$ cat src/rtl/board_ctrl_unit.sv
// ----------------------------------------------------------------------------
// board_ctrl_unit
//   Board-level control front end. Synchronizes and debounces the raw slide
//   switches and step button, then derives a single-clock CPU clock-enable
//   (cpu_en) from a speed-selectable divider (run mode) or the step button
//   (pause mode).
//
// Ports
//   clk              in   system clock
//   rst_n            in   asynchronous active-low reset
//   SW               in   raw slide switches (asynchronous)
//   btn_step         in   raw single-step button (asynchronous)
//   cpu_en           out  one-cycle CPU clock-enable pulse
//   go               out  debounced SW[0]  (1 = run, 0 = pause)
//   rst              out  debounced SW[1]  (CPU synchronous reset)
//   speed_sel        out  current speed index
//   display_op       out  debounced SW[5:3]
//   ram_display_addr out  debounced SW[ADDR_BITS+3:6]
// ----------------------------------------------------------------------------
module board_ctrl_unit #(
    parameter int SW_WIDTH   = 16,
    parameter int ADDR_BITS  = 12,
    parameter int N_SPEEDS   = 4,
    parameter int BASE_DIV   = 10_000_000,
    parameter int DEB_CYCLES = 16
) (
    input  logic                        clk,
    input  logic                        rst_n,
    input  logic [SW_WIDTH-1:0]         SW,
    input  logic                        btn_step,
    output logic                        cpu_en,
    output logic                        go,
    output logic                        rst,
    output logic [$clog2(N_SPEEDS)-1:0] speed_sel,
    output logic [2:0]                  display_op,
    output logic [ADDR_BITS-3:0]        ram_display_addr
);

    // Only the switches that feed an output are conditioned; the step
    // button rides along as the top bit of the same vector.
    localparam int NB   = ADDR_BITS + 5;
    localparam int BTN  = NB - 1;
    localparam int DCW  = $clog2(DEB_CYCLES + 1);
    localparam int SPW  = $clog2(N_SPEEDS);
    localparam int CW   = $clog2(BASE_DIV + 1);

    logic [NB-1:0]  w_raw;
    logic [NB-1:0]  r_sync1;
    logic [NB-1:0]  r_sync2;
    logic [NB-1:0]  w_deb;

    assign w_raw = {btn_step, SW[ADDR_BITS+3:0]};

    // ------------------------------------------------------------------
    // Two-flop synchronizer
    // ------------------------------------------------------------------
    always_ff @(posedge clk or negedge rst_n) begin
        if (!rst_n) begin
            r_sync1 <= '0;
            r_sync2 <= '0;
        end else begin
            r_sync1 <= w_raw;
            r_sync2 <= r_sync1;
        end
    end

    // ------------------------------------------------------------------
    // Per-bit debounce: the synchronized value must disagree with the
    // debounced value for DEB_CYCLES consecutive edges to be accepted.
    // Any single agreeing cycle restarts the count.
    // ------------------------------------------------------------------
    for (genvar i = 0; i < NB; i++) begin : g_deb
        logic [DCW-1:0] r_cnt;
        logic           r_val;

        always_ff @(posedge clk or negedge rst_n) begin
            if (!rst_n) begin
                r_cnt <= '0;
                r_val <= 1'b0;
            end else if (r_sync2[i] == r_val) begin
                r_cnt <= '0;
            end else if (r_cnt == DCW'(DEB_CYCLES - 1)) begin
                r_cnt <= '0;
                r_val <= r_sync2[i];
            end else begin
                r_cnt <= r_cnt + DCW'(1);
            end
        end

        assign w_deb[i] = r_val;
    end

    assign go               = w_deb[0];
    assign rst              = w_deb[1];
    assign display_op       = w_deb[5:3];
    assign ram_display_addr = w_deb[ADDR_BITS+3:6];

    // ------------------------------------------------------------------
    // Rising-edge detect on debounced speed-up switch and step button
    // ------------------------------------------------------------------
    logic r_spd_prev;
    logic r_step_prev;
    logic w_spd_up;
    logic w_step;

    always_ff @(posedge clk or negedge rst_n) begin
        if (!rst_n) begin
            r_spd_prev  <= 1'b0;
            r_step_prev <= 1'b0;
        end else begin
            r_spd_prev  <= w_deb[2];
            r_step_prev <= w_deb[BTN];
        end
    end

    assign w_spd_up = w_deb[2]   & ~r_spd_prev;
    assign w_step   = w_deb[BTN] & ~r_step_prev;

    // ------------------------------------------------------------------
    // Speed ladder: each step halves the divide period, wrapping to 0.
    // ------------------------------------------------------------------
    logic [SPW-1:0] r_speed;

    always_ff @(posedge clk or negedge rst_n) begin
        if (!rst_n) begin
            r_speed <= '0;
        end else if (w_spd_up) begin
            r_speed <= (r_speed == SPW'(N_SPEEDS - 1)) ? '0 : r_speed + SPW'(1);
        end
    end

    assign speed_sel = r_speed;

    // ------------------------------------------------------------------
    // Divider. A speed change restarts the count so the new period is
    // measured from a clean origin; it also outranks a terminal count.
    // ------------------------------------------------------------------
    logic [CW-1:0] r_div;
    logic [CW-1:0] w_period;
    logic [CW-1:0] w_last;
    logic          w_run;
    logic          w_tick;

    assign w_period = CW'(BASE_DIV >> r_speed);
    assign w_last   = w_period - CW'(1);
    assign w_run    = go & ~rst;
    assign w_tick   = w_run & ~w_spd_up & (r_div == w_last);

    always_ff @(posedge clk or negedge rst_n) begin
        if (!rst_n) begin
            r_div <= '0;
        end else if (w_spd_up || !w_run || (r_div == w_last)) begin
            r_div <= '0;
        end else begin
            r_div <= r_div + CW'(1);
        end
    end

    // ------------------------------------------------------------------
    // CPU clock-enable: divider tick while running, button step while
    // paused, nothing while the CPU is held in reset.
    // ------------------------------------------------------------------
    logic r_cpu_en;

    always_ff @(posedge clk or negedge rst_n) begin
        if (!rst_n) begin
            r_cpu_en <= 1'b0;
        end else if (rst) begin
            r_cpu_en <= 1'b0;
        end else if (go) begin
            r_cpu_en <= w_tick;
        end else begin
            r_cpu_en <= w_step;
        end
    end

    assign cpu_en = r_cpu_en;

endmodule
$ cat config.mk
export PLATFORM = sky130hd
export DESIGN_NAME = board_ctrl_unit
export DESIGN_NICKNAME = d
export VERILOG_FILES = /design/src/rtl/board_ctrl_unit.sv
export SDC_FILE = /design/constraint.sdc
export NUM_CORES = 1
export LEC_CHECK = 0
export BUFFER_PORTS_ARGS = -buffer_cell sky130_fd_sc_hd__buf_4
export CORE_MARGIN = 3
export CORE_UTILIZATION = 35
export CTS_CLUSTER_SIZE = 24
export DETAILED_ROUTE_END_ITERATION = 8
export PLACE_DENSITY = 0.61
export SKIP_LAST_GASP = 1
export SYNTH_ARGS = -nofsm -noshare
export SYNTH_HDL_FRONTEND = slang
export SYNTH_SLANG_ARGS = --single-unit
$ cat constraint.sdc
create_clock -name clk -period 2.1 [get_ports clk]
set_input_delay 0.315 -clock clk [delete_from_list [all_inputs] [get_ports clk]]
set_output_delay 0.315 -clock clk [all_outputs]
set_load 0.05 [all_outputs]
==> results of run 1 <==
-- timing repair --
action / in CTS / in global routing
hold buffers: 18 / 0
pin swaps: 3 / 1
setup buffers: 3 / 0
gates cloned: 1 / 0
endpoints found under the setup margin: 24 / 24
hold endpoints to repair: 70 / 0
resized for setup: 6 / 0
-- power by group --
group	internal (mW)	switching, mW	total, mW
logic	0.146	0.164	0.310
clock network	1.79	1.24	3.02
registers	3.29	0.0763	3.37
total	5.22	1.48	6.70
-- worst max path at each step --
stage,start,end,depth (start not counted)
2_1_floorplan,speed_sel[1],r_div[15],8
3_3_place_gp,speed_sel[0],r_div[13],8
3_5_place_dp,speed_sel[0],r_div[11],8
4_1_cts,speed_sel[0],r_div[1],9
5_1_grt,speed_sel[1],r_div[5],10
6_report,speed_sel[0],r_div[14],9
-- cells by family (layout without fill, tap and decap cells) --
group,after synthesis,count (layout)
simple gates,217,217
flops,165,165
xor+xnor,83,83
buf+inv,28,121
fa+ha+maj,26,26
compound gates,25,25
mux,19,19
-- per-layer routing --
layer,GRT usage,share of wire,up-vias
met1,0.153,0.47,2104
met2,0.190,0.48,45
met4,0.0405,0.014,0
li1,-,-,2039
met5,0,0,-
met3,0.0354,0.031,14
-- placed cells by master (no fill, tap or decap), types with 2 or more instances in the layout --
| cell | Yosys | final |
|---|---|---|
| a21o_1 | 2 | 2 |
| and2_1 | 28 | 28 |
| and3_1 | 22 | 22 |
| and4_1 | 2 | 2 |
| and4bb_1 | 3 | 3 |
| and4bb_2 | 2 | 2 |
| buf_12 | 0 | 2 |
| buf_4 | 13 | 55 |
| bufinv_16 | 0 | 2 |
| clkbuf_1 | 1 | 3 |
| clkbuf_16 | 0 | 17 |
| clkinv_2 | 0 | 3 |
| clkinvlp_4 | 0 | 3 |
| dfrtp_1 | 165 | 163 |
| dlygate4sd3_1 | 0 | 18 |
| ha_1 | 26 | 22 |
| ha_2 | 0 | 3 |
| inv_1 | 12 | 10 |
| inv_6 | 0 | 2 |
| mux2_2 | 18 | 18 |
| nand2_1 | 7 | 7 |
| nand2b_1 | 2 | 2 |
| nand3_1 | 43 | 43 |
| nand3b_1 | 3 | 3 |
| nand4_1 | 8 | 8 |
| nor2_1 | 78 | 78 |
| nor2_2 | 10 | 10 |
| nor3_1 | 4 | 4 |
| o21ai_0 | 17 | 17 |
| xnor2_1 | 14 | 14 |
| xor2_1 | 69 | 69 |
-- layout make-up --
type	instances	area, um2
Clock buffer	21	450
Clock inverter	11	124
Fill cell	1773	10600
Inverter	12	47.5
Multi-Input combinational cell	370	2630
Sequential cell	165	4130
Tap cell	260	325
Timing Repair Buffer	77	672
-- worst max-delay path, stage by stage, from the launching register on --
cell and delay, ns:
dfrtp_4 0.51, inv_4 0.09, ha_4 0.22, and4bb_2 0.28
nand3b_1 0.08, a2111o_1 0.43, o31ai_4 0.20, buf_4 0.17
buf_16 0.14, nor2_1 0.04
-- registers in the layout, indices dropped and copies added, names as in the netlist --
| name | count |
|---|---|
| g_deb.r_cnt | 85 |
| r_div | 24 |
| r_sync1 | 17 |
| r_sync2 | 17 |
| g_deb.r_val | 15 |
| speed_sel | 2 |
| cpu_en | 1 |
| go | 1 |
| r_spd_prev | 1 |
| r_step_prev | 1 |
| rst | 1 |
-- through the flow --
stage	hold slack, ns	power [mW]	cell area [um2]	cells
2_1_floorplan	0.0194	3.55	6910	563
3_3_place_gp	0.320	3.69	7560	863
5_1_grt	0.354	7.00	8380	916
6_report	0.349	6.70	8380	916
4_1_cts	0.352	6.83	8380	916
3_5_place_dp	0.331	3.72	7560	863
==> metrics.txt, run 1 <==
vias per std cell=4.59; nets@finish=688; Crit. End Element=flop; clk_skew=0.00869 ns; hold depth=0; Hold WC Path Type=reg -> reg; post-synth top area share=0.599; vias in the first global route=4494; critical path launch point type=flop; root buffer cell=clkbuf_16; Post-Synth Simple-Gate Area=0.168; main flop type after synthesis=dfrtp_1; area of the die=21400 um2; Final Cycle Share=1.08; Antenna diodes=0; Post-synth ARST share=1.00; area delta synth->final=21.5%; main combinational cell family by area after synthesis=simple AND/OR/NAND/NOR gates; pwr dens=800 nW/um2; H-Tree Depth=4; Net Count, Synth=608; post-synthesis mux area share=0.0309; I/O Pins=37; CP arrival=2.58 ns; minimum clock period=2.28 ns; GRT Overall Usage=0.118; xor-xnor portion of the synthesized cell area=0.105; Reg2Reg Depth=9; Synth Area in Compound Gates=0.0254; EDFF count, synth=0; adder-cell share of the synthesized area=0.0472; TritonCTS buffer count=17; post-place setup slack=-0.211 ns; largest net degree at the start of global routing=62; Syn Std Cell Area=6890 um2; Die Wd=146 um; critical path peak fanout=10; worst slew pin tran=0.555 ns; final hold vios=0; WL/cell=12.6 um; Final ANT Viol Nets=0; r2r endpoint=r_div[14]; Critical Path RT=2.40 ns; first-pass GRT wire length=20900 um; Final setup viols=23; worst reg2reg setup slack=-0.18 ns; PortBufs=36; clock slew at reported path FFs=0.06 ns; first-iteration detailed-routing DRC count=226; Unique masters post-synth=36; Lkg Pwr=4.12 nW; gpl congestion=0.774; Post-Route Setup TNS=-3.68 ns; Synth Warn #=0; FF-to-FF Start=speed_sel[0]; via count=4202; total of max-cap violations=0; status=finished, violations left; layout cell share with drive strength beyond 1=0.203; setup ws final=-0.176 ns; Core Region=19000 um2; hold endpoint=r_sync2[0]; CTS tree=built; Area contributors post-synth=dfrtp_1, xor2_1, ha_1; syn avg cell area=12.2 um2; Gate Count Post-Synth=563; failing checks=negative setup slack; Commonest cells post-synth=dfrtp_1, nor2_1, xor2_1, nand3_1, and2_1; Rel. slew slack=0.627; CTS Sinks=165; Synth area leader=dfrtp_1; site row count=50; DRT Pass-1 Iters=4; Peak VDD IR=0.000531 V; Seq/Total Area, Yosys=0.599; clock latency on the worst-skew pair=0.42 ns; CTS Buffer Depth=2; initial core utilization=0.363; synthesized flop and latch total=165; DRC viols=0; total routed wirelength=11600 um; count leader, synth=dfrtp_1; Final Util=0.441; global route total overflow=0; RSZ-0062 raised after global routing=yes; initial antenna violation count=0; post-DP HPWL=8050 um; Worst Hold Launch=r_sync1[0]; Die Ht=146 um; Max Freq=439 MHz; critical path class=reg -> reg; max-slew violation count=0
No activity file was read; power rests on OpenSTA's default activity.
==> run 2, diff against run 1 <==
--- a/config.mk
+++ b/config.mk
@@ -6,11 +6,13 @@
 export NUM_CORES = 1
 export LEC_CHECK = 0
 export BUFFER_PORTS_ARGS = -buffer_cell sky130_fd_sc_hd__buf_4
+export CELL_PAD_IN_SITES_DETAIL_PLACEMENT = 1
+export CELL_PAD_IN_SITES_GLOBAL_PLACEMENT = 2
 export CORE_MARGIN = 3
 export CORE_UTILIZATION = 35
 export CTS_CLUSTER_SIZE = 24
 export DETAILED_ROUTE_END_ITERATION = 8
-export PLACE_DENSITY = 0.61
+export PLACE_DENSITY = 0.79
 export SKIP_LAST_GASP = 1
 export SYNTH_ARGS = -nofsm -noshare
 export SYNTH_HDL_FRONTEND = slang
==> run 2 against run 1 <==
  * The run still ends with negative setup slack left
  * First-iteration DRC count is 28% lower
  * Clock power is 4% lower
  * Clock-buffer cell count is 3 higher
  * Sequential cell count stayed put
  * Final cell count is 0.55% lower
  * Non-clock buffer count is 4 lower
  * Utilization is 0.34 points lower
  * Wire length is 8.7% higher
  * Highest routed layer unchanged
==> metrics.txt, run 2 (synthesized netlist as in run 1, its figures left out) <==
total routed wirelength=12600 um (+8.7%); via count=4224 (+0.52%); H-Tree Depth=4 (unchanged); status=finished, violations left; gpl congestion=0.729 (-5.8%); DRT Pass-1 Iters=5 (+1); max FFs per register=85 (unchanged); pwr dens=791 nW/um2 (-1.1%); failing checks=negative setup slack; Final setup viols=24 (+4.3%); overall power=6.58 mW (-1.9%); Hold WC Path Type=reg -> reg; commonest non-fill, non-tap cell in the layout=dfrtp_1; setup ws final=-0.206 ns (-0.0296 ns); most frequent cells in the layout=dfrtp_1, nor2_1, xor2_1, buf_4, nand3_1; Core Region=19000 um2 (unchanged); crit-path max cell delay=0.50 ns (about the same); total of max-cap violations=0 (unchanged); clk_skew=0.0106 ns (+0.00188 ns); first-pass GRT wire length=22400 um (+7.5%); Final ANT Viol Nets=0 (unchanged); layout cell share with drive strength beyond 1=0.187 (-0.0153); Lkg Pwr=4.09 nW (-0.53%); Critical Path RT=2.40 ns (about the same); initial core utilization=0.363 (unchanged); global route total overflow=0 (unchanged); Hold WS=0.348 ns (-0.00151 ns); Biggest register=g_deb.r_cnt; area of the die=21400 um2 (unchanged); first-iteration detailed-routing DRC count=163 (-28%); critical path launch point type=flop; I/O Pins=37 (unchanged); CTS Sinks=165 (unchanged); clock latency on the worst-skew pair=0.42 ns (about the same); max-slew violation count=0 (unchanged); largest net degree at the start of global routing=59 (-4.8%); Max Freq=434 MHz (-1.3%); nets@finish=684 (-0.58%); DRC viols=0 (unchanged); site row count=50 (unchanged); Die Ht=146 um (unchanged); crit path max-delay cell type=dfrtp_4; critical path peak fanout=23 (+13); Die Wd=146 um (unchanged); top flop regs=g_deb.r_cnt: 85 flops, r_div: 24 flops; Final Cycle Share=1.10 (+0.0141); critical path class=reg -> reg; worst slew pin tran=0.581 ns (+0.0257 ns); final hold vios=0 (unchanged); post-DP HPWL=8880 um (+10%); PortBufs=36 (unchanged); CP arrival=2.60 ns (+0.02 ns); root buffer cell=clkbuf_16; TritonCTS buffer count=17 (unchanged); Rel. slew slack=0.613 (-0.0141); CTS Buffer Depth=2 (unchanged); CTS tree=built; initial antenna violation count=0 (unchanged); clock slew at reported path FFs=0.06 ns (about the same); vias per std cell=4.64 (+1.1%); WL/cell=13.8 um (+9.3%); RSZ-0062 raised after global routing=yes; minimum clock period=2.31 ns (+0.0296 ns); Crit. End Element=flop; Peak VDD IR=0.000590 V (+11%); Antenna diodes=0 (unchanged); vias in the first global route=4789 (+6.6%); Cell Chain, Critical Path=inv_4 -> ha_4 -> and4bb_2 -> nand3b_1 -> a2111o_1 -> o31ai_4 -> buf_12 -> nor2_1; GRT Overall Usage=0.127 (+0.00897); area delta synth->final=20.6%
-- run 2: final timing paths --
kind                              startpoint         endpoint  slack, ns  cells past startpoint
worst max-delay path            speed_sel[0]         r_div[7]      -0.21                      8
worst min-delay path              r_sync1[3]       r_sync2[3]       0.35                      0
worst max register to register  speed_sel[0]         r_div[7]      -0.21                      8
worst min register to register    r_sync1[3]       r_sync2[3]       0.35                      0
max in group asynchronous              rst_n     speed_sel[0]       1.00                      3
min in group asynchronous              rst_n  g_deb[12].r_val       0.45                      2
-- run 2: final cells by class --
type                       instances  area [um2]
fill                            2047       10700
sequential                       165        4130
multi-input combinational        370        2620
timing repair buffer              73         647
clock buffer                      24         472
tap                              260         325
clock inverter                     7        72.6
inverter                          12        47.5
-- run 2: worst max-delay path: cells and delay by family, from the launching register on --
kind | cells | cell delay (ns)
buf+inv | 2 | 0.30
simple gates | 3 | 0.42
compound gates | 2 | 0.74
flops | 1 | 0.50
fa+ha+maj | 1 | 0.22
-- run 2: metal layers --
metal / global-route usage / wire (um) / vias up
met4: 0.0480 / 186 / 0
li1: - / - / 2034
met1: 0.156 / 5530 / 2135
met2: 0.222 / 6570 / 40
met3: 0.0255 / 272 / 15
met5: 0 / 0 / -
-- run 2: where the power goes --
group          internal [mW]  total [mW]  switching (mW)
logic                  0.147       0.316           0.169
registers               3.29        3.37          0.0788
clock network           1.69        2.89            1.19
-- run 2: stage by stage --
step | setup WS [ns] | instances | cell area [um2] | util | TNS, ns
CTS | -0.214 | 911 | 8310 | 0.437 | -4.60
floorplan | -0.272 | 563 | 6910 | - | -5.42
finish | -0.206 | 911 | 8310 | 0.437 | -4.41
detailed placement | -0.200 | 862 | 7580 | 0.399 | -4.30
global placement | -0.148 | 862 | 7580 | 0.399 | -3.18
global route | -0.288 | 911 | 8310 | 0.437 | -6.31
-- run 2: what timing repair did --
action | in CTS | in global routing
pin swaps | 0 | 0
setup endpoints to repair | 24 | 24
endpoints found under the hold margin | 71 | 0
gates resized for setup | 0 | 1
buffers inserted | 0 | 0
cloned | 0 | 0
hold buffers | 18 | 0
